$ cat config.mk
export PLATFORM = sky130hd
export DESIGN_NAME = pipeline_fetch_queue
export DESIGN_NICKNAME = d
export VERILOG_FILES = /design/src/rtl/pipeline_fetch_queue.sv
export SDC_FILE = /design/constraint.sdc
export NUM_CORES = 1
export LEC_CHECK = 0
export CAP_MARGIN = 25
export CORE_MARGIN = 2
export CORE_UTILIZATION = 30
export CTS_BUF_LIST = sky130_fd_sc_hd__clkbuf_4
export CTS_CLUSTER_SIZE = 8
export DETAILED_ROUTE_END_ITERATION = 8
export SETUP_SLACK_MARGIN = 0.05
export SYNTH_ARGS = -nofsm -noshare
export SYNTH_HDL_FRONTEND = slang
export SYNTH_SLANG_ARGS = --single-unit
export TNS_END_PERCENT = 100
$ cat constraint.sdc
create_clock -name clk -period 4.68 [get_ports clk]
set_input_delay 0.936 -clock clk [delete_from_list [all_inputs] [get_ports clk]]
set_output_delay 0.936 -clock clk [all_outputs]
set_load 0.01 [all_outputs]
$ cat src/rtl/pipeline_fetch_queue.sv
// pipeline_fetch_queue: fetch PC, single-outstanding imem requests and a prefetch FIFO feeding decode.
// Define FETCH_BYPASS_EN to forward an ack straight to decode when the FIFO is empty.
module pipeline_fetch_queue #(
    parameter int DEPTH = 4,
    parameter int PC_W = 8,
    parameter logic [PC_W-1:0] RESET_PC = '0
) (
    input  logic            clk,
    input  logic            rst,
    input  logic            stall_in,
    input  logic            redirect_in,
    input  logic [PC_W-1:0] redirect_pc_in,
    output logic            imem_req_out,
    output logic [PC_W-1:0] imem_addr_out,
    input  logic            imem_ack_in,
    input  logic [15:0]     imem_rdata_in,
    output logic [15:0]     IR_out,
    output logic [PC_W-1:0] PC_out,
    output logic            valid_out,
    output logic            halt_out
);
    localparam int AW = $clog2(DEPTH);
    localparam int CW = AW + 1;
    typedef enum logic [1:0] {FETCH, DRAIN, HALTED} state_t;
    state_t state_q, state_d;
    logic [PC_W-1:0] fetch_pc_q, fetch_pc_d, addr_q, addr_d;
    logic outstanding_q, outstanding_d;
    logic [CW-1:0] count_q, count_d;
    logic [AW-1:0] rd_q, rd_d, wr_q, wr_d;
    logic [15:0] ir_q [DEPTH];
    logic [PC_W-1:0] pc_q [DEPTH];
    logic ack, bypass, pop, halting, push, issue;
    // Acks with nothing outstanding (e.g. a fetch cut off by reset) are ignored.
    assign ack = imem_ack_in && outstanding_q;
`ifdef FETCH_BYPASS_EN
    assign bypass = ack && state_q == FETCH && count_q == '0;
`else
    assign bypass = 1'b0;
`endif
    assign halt_out = state_q == HALTED;
    assign imem_req_out = outstanding_q;
    assign imem_addr_out = addr_q;
    assign valid_out = (count_q != '0 && !halt_out) || bypass;
    assign IR_out = bypass ? imem_rdata_in : valid_out ? ir_q[rd_q] : '0;
    assign PC_out = bypass ? addr_q : valid_out ? pc_q[rd_q] : '0;
    assign pop = valid_out && !stall_in && !redirect_in;
    assign halting = pop && IR_out[15:13] == 3'b111;
    assign push = ack && state_q == FETCH && !halting && !(bypass && pop);
    always_comb begin
        state_d = state_q;
        fetch_pc_d = fetch_pc_q;
        addr_d = addr_q;
        outstanding_d = outstanding_q && !ack;
        rd_d = rd_q + AW'(pop && !bypass);
        wr_d = wr_q + AW'(push);
        count_d = count_q + CW'(push) - CW'(pop && !bypass);
        // Issue against next-cycle occupancy so a retiring ack can be overlapped with the next request.
        issue = state_q == FETCH && !halting && (!outstanding_q || ack) && count_d < CW'(DEPTH);
        if (issue) begin
            outstanding_d = 1'b1;
            addr_d = fetch_pc_q;
            fetch_pc_d = fetch_pc_q + PC_W'(1);
        end
        if (state_q == DRAIN && ack)
            state_d = FETCH;
        if (halting) begin
            state_d = HALTED;
            rd_d = '0;
            wr_d = '0;
            count_d = '0;
        end
        if (redirect_in) begin
            outstanding_d = outstanding_q && !ack;
            state_d = (outstanding_q && !ack) ? DRAIN : FETCH;
            fetch_pc_d = redirect_pc_in;
            addr_d = addr_q;
            rd_d = '0;
            wr_d = '0;
            count_d = '0;
        end
    end
    always_ff @(posedge clk) begin
        if (rst) begin
            state_q <= FETCH;
            fetch_pc_q <= RESET_PC;
            addr_q <= RESET_PC;
            outstanding_q <= 1'b0;
            count_q <= '0;
            rd_q <= '0;
            wr_q <= '0;
        end else begin
            state_q <= state_d;
            fetch_pc_q <= fetch_pc_d;
            addr_q <= addr_d;
            outstanding_q <= outstanding_d;
            count_q <= count_d;
            rd_q <= rd_d;
            wr_q <= wr_d;
        end
        if (push) begin
            ir_q[wr_q] <= imem_rdata_in;
            pc_q[wr_q] <= addr_q;
        end
    end
endmodule
==> impl_metrics.xml <==
<?xml version="1.0" encoding="UTF-8"?>
<metrics>
  <group name="global_route">
    <metric name="grt_antenna_before_repair" unit="">0</metric>
    <metric name="first_global_vias" unit="">2998</metric>
    <metric name="pin_count_of_the_biggest_net_entering_global_routing" unit="">27</metric>
    <metric name="grt_pass1_wl" unit="um">16020</metric>
    <metric name="overflow" unit="">0</metric>
    <metric name="track_usage" unit="">0.1199</metric>
  </group>
  <group name="clock_tree">
    <metric name="clock-sinks" unit="">122</metric>
    <metric name="postcts_setup_bufs" unit="">0</metric>
    <metric name="cts_max_path_buffers" unit="">2</metric>
    <metric name="clk_pin_slew_worst_paths" unit="ns">0.11</metric>
    <metric name="numCtsBuffers" unit="">17</metric>
    <metric name="cts-htree-levels" unit="">4</metric>
    <metric name="cts_hold_repair.buffers" unit="">0</metric>
    <metric name="clock_insertion_delay_worst_skew" unit="ns">0.49</metric>
    <metric name="cts.root.buffer_cell" unit="">clkbuf_4</metric>
    <metric name="cts_tree" unit="">done</metric>
    <metric name="postCtsResizedCells" unit="">0</metric>
  </group>
  <group name="floorplanning">
    <metric name="die_height" unit="um">132.3</metric>
    <metric name="pin_count" unit="">64</metric>
    <metric name="die_w" unit="um">132.3</metric>
    <metric name="floorplan.core_area" unit="um2">16000</metric>
    <metric name="site_row_count" unit="">46</metric>
    <metric name="starting_utilization_of_the_core_area" unit="">0.3088</metric>
    <metric name="fp.dieArea" unit="um2">17510</metric>
  </group>
  <group name="pwr">
    <metric name="vdd_ir_drop_max" unit="mV">0.1387</metric>
    <metric name="pwr_density_cell" unit="nW/um2">347.9</metric>
    <metric name="cellLeakagePower" unit="nW">2.165</metric>
  </group>
  <group name="critical_path">
    <metric name="worstPathArrival" unit="ns">4.72</metric>
    <metric name="cp_data_required_time" unit="ns">5.07</metric>
    <metric name="rr_startpoint" unit="">rd_q[0]</metric>
    <metric name="cp_launch_type" unit="">register</metric>
    <metric name="setup.worst_path.end_class" unit="">register</metric>
    <metric name="worstSetupPathType" unit="">register to register</metric>
    <metric name="worst_path_most_repeated_cell" unit="">ha_1</metric>
    <metric name="critical_path.endpoint" unit="">fetch_pc_q[7]</metric>
    <metric name="critPathSlowestCell" unit="">mux4_2</metric>
    <metric name="reg2reg_depth" unit="">13</metric>
    <metric name="worstPathCellList" unit="">mux4_2 &gt; and4_1 &gt; nand2_1 &gt; nand4_1 &gt; ha_1 &gt; inv_1 &gt; ha_1 &gt; fa_1 &gt; xnor3_1 &gt; nor4_4 &gt; o2111ai_2 &gt; or3_1 &gt; a311oi_1</metric>
    <metric name="worst_path_largest_cell_delay" unit="ns">0.61</metric>
    <metric name="worstPathMaxFanout" unit="">10</metric>
    <metric name="crit-reg2reg-capture" unit="">fetch_pc_q[7]</metric>
    <metric name="rrSetupSlack" unit="ns">0.35</metric>
    <metric name="worstPathBufferInverterCount" unit="">1</metric>
    <metric name="cp.depth" unit="">13</metric>
    <metric name="worstSetupStartpoint" unit="">rd_q[0]</metric>
    <metric name="worst_path_dominant_cell_family" unit="">simple AND/OR/NAND/NOR gates</metric>
  </group>
  <group name="placement">
    <metric name="place.gp.congestion" unit="">0.7711</metric>
    <metric name="hpwl" unit="um">6855</metric>
    <metric name="place_area" unit="um2">5856</metric>
    <metric name="port_buffers" unit="">63</metric>
  </group>
  <group name="layout">
    <metric name="most_common_cell_after_layout_fill_and_taps_aside" unit="">edfxtp_1</metric>
    <metric name="antenna_cells_inserted" unit="">0</metric>
    <metric name="layout.cell_area.non_filler" unit="um2">6175</metric>
    <metric name="layout-drive-gt1-share" unit="">0.2093</metric>
    <metric name="mostFrequentLayoutCells" unit="">edfxtp_1, clkdlybuf4s50_1, and3_1, dfxtp_1, mux4_2</metric>
    <metric name="filler_cell_count" unit="">1523</metric>
    <metric name="area.growth.synth_to_final" unit="%">24.97</metric>
    <metric name="num-nets-final" unit="">409</metric>
  </group>
  <group name="timing">
    <metric name="finalHoldViolations" unit="">0</metric>
    <metric name="min_period_over_period" unit="">0.9261</metric>
    <metric name="finalSetupTns" unit="ns">0</metric>
    <metric name="finalSetupViolations" unit="">0</metric>
    <metric name="finalWorstPathRequiredPeriod" unit="ns">4.334</metric>
    <metric name="rsz_0062_raised_after_global_routing" unit="">no</metric>
    <metric name="clock_tree_skew_after_final_layout" unit="ns">0.01822</metric>
    <metric name="achievable-frequency" unit="GHz">0.2307</metric>
    <metric name="timing_max_transition_violations_final" unit="">0</metric>
    <metric name="worst_pin_slew" unit="ns">0.8136</metric>
    <metric name="maxSlewHeadroom" unit="">0.4559</metric>
  </group>
  <group name="drt">
    <metric name="route.antenna.remaining_nets" unit="">0</metric>
    <metric name="route.detailed.wl_per_inst" unit="um">16.72</metric>
    <metric name="drtIter0Drc" unit="">181</metric>
    <metric name="dr_total_vias" unit="">2820</metric>
    <metric name="firstDrtPassIters" unit="">4</metric>
    <metric name="totalWireLength" unit="um">10090</metric>
    <metric name="drt-vias-per-instance" unit="">4.677</metric>
    <metric name="post-route-drc-count" unit="">0</metric>
  </group>
  <group name="run_status">
    <metric name="run_status" unit="">finished, final reports clean</metric>
  </group>
  <group name="yosys">
    <metric name="synth.cell_area" unit="um2">4941</metric>
    <metric name="synth.net_count" unit="">331</metric>
    <metric name="synthCells" unit="">296</metric>
    <metric name="synth.ff_latch_count" unit="">122</metric>
    <metric name="postSynthAreaPerCell" unit="um2">16.69</metric>
    <metric name="ys_types" unit="">46</metric>
    <metric name="ys_seq_area_frac" unit="">0.6888</metric>
    <metric name="yosysWarningCount" unit="">0</metric>
  </group>
  <group name="min_path">
    <metric name="hold_class" unit="">register to register</metric>
  </group>
  <group name="flow_run">
    <metric name="maxCapViolations" unit="">0</metric>
  </group>
</metrics>
## where the power goes
group / internal, mW / switching (mW) / total, mW
clock: 0.432 / 0.374 / 0.806
sequential: 1.19 / 0.0175 / 1.21
combinational: 0.0736 / 0.0637 / 0.137
total: 1.69 / 0.455 / 2.15
## cells by family after synthesis
group / synth area share
mux: 0.1256
compound gates: 0.03292
simple gates: 0.09648
buf+inv: 0.02785
xor+xnor: 0.01165
fa+ha+maj: 0.01671
flops: 0.6888
## per-stage QoR
step | hold slack, ns | utilization | setup slack [ns] | power (mW) | std cells
after floorplan | 0.4696 | - | 0.7495 | 1.295 | 296
after global placement | 0.4989 | 0.3660 | 0.2350 | 1.365 | 571
after detailed placement | 0.5179 | 0.3660 | 0.07491 | 1.369 | 571
after CTS | 0.5320 | 0.3859 | 0.3252 | 2.170 | 603
after global routing | 0.5656 | 0.3859 | 0.08499 | 2.234 | 603
final | 0.5331 | 0.3859 | 0.3460 | 2.148 | 603
## routing by layer
| metal | vias to the layer above | track usage | share of wire |
|---|---|---|---|
| li1 | 1321 | - | - |
| met1 | 1413 | 0.1493 | 0.44 |
| met2 | 77 | 0.2006 | 0.51 |
| met3 | 9 | 0.03191 | 0.040 |
| met4 | 0 | 0.04421 | 0.011 |
| met5 | - | 0 | 0 |
## sequential cells by signal, summed over array words and instances (netlist names)
| register | cells |
|---|---|
| fetch_pc_q | 8 |
| pc_q | 32 |
| state_q | 2 |
| rd_q | 2 |
| imem_addr_out | 8 |
| ir_q | 64 |
| wr_q | 2 |
| count_q | 3 |
| imem_req_out | 1 |
## worst min-delay path by stage
stage / start / to / cells past startpoint
floorplan: fetch_pc_q[7] / imem_addr_out[7] / 2
global placement: fetch_pc_q[7] / imem_addr_out[7] / 2
detailed placement: fetch_pc_q[7] / imem_addr_out[7] / 2
CTS: fetch_pc_q[7] / fetch_pc_q[7] / 2
global route: imem_addr_out[3] / pc_q[0][3] / 0
finish: imem_addr_out[3] / pc_q[0][3] / 0
## area by class of cell
type                    instances  area (um2)  area share
flip-flops and latches        122        3405      0.5514
multi-input cells             147        1415      0.2292
repair buffers                 76       728.2      0.1179
well taps                     216       270.3     0.04377
clock inverters                13       176.4     0.02857
clock buffers                  19       142.6     0.02310
inverters                      10       37.54    0.006079
## cell usage after synthesis, drive strengths merged
cell | n | area, um2
nor4b | 1 | 8.760
nor4 | 4 | 40.04
o211ai | 1 | 7.510
a311oi | 4 | 35.03
nand4 | 2 | 18.77
a221oi | 1 | 8.760
o2111ai | 2 | 23.77
nor2 | 20 | 75.07
ha | 5 | 62.56
nand2 | 6 | 25.03
and2b | 1 | 8.760
nand2b | 3 | 18.77
fa | 1 | 20.02
a21boi | 1 | 11.26
nor3b | 2 | 15.01
o21ai | 5 | 28.78
xor2 | 1 | 8.760
and3 | 25 | 156.4
xnor3 | 1 | 22.52
nand3 | 2 | 10.01
and2 | 6 | 38.79
xnor2 | 3 | 26.28
and4 | 1 | 8.760
dfxtp | 26 | 520.5
mux2i | 8 | 80.08
clkbuf | 13 | 73.82
a211oi | 2 | 15.01
nor3 | 4 | 20.02
a21oi | 5 | 25.02
inv | 10 | 37.54
o21a | 1 | 7.510
edfxtp | 96 | 2883
buf | 4 | 26.27
or3 | 5 | 32.53
mux4 | 24 | 540.5
(Power assumes the default switching activity.)
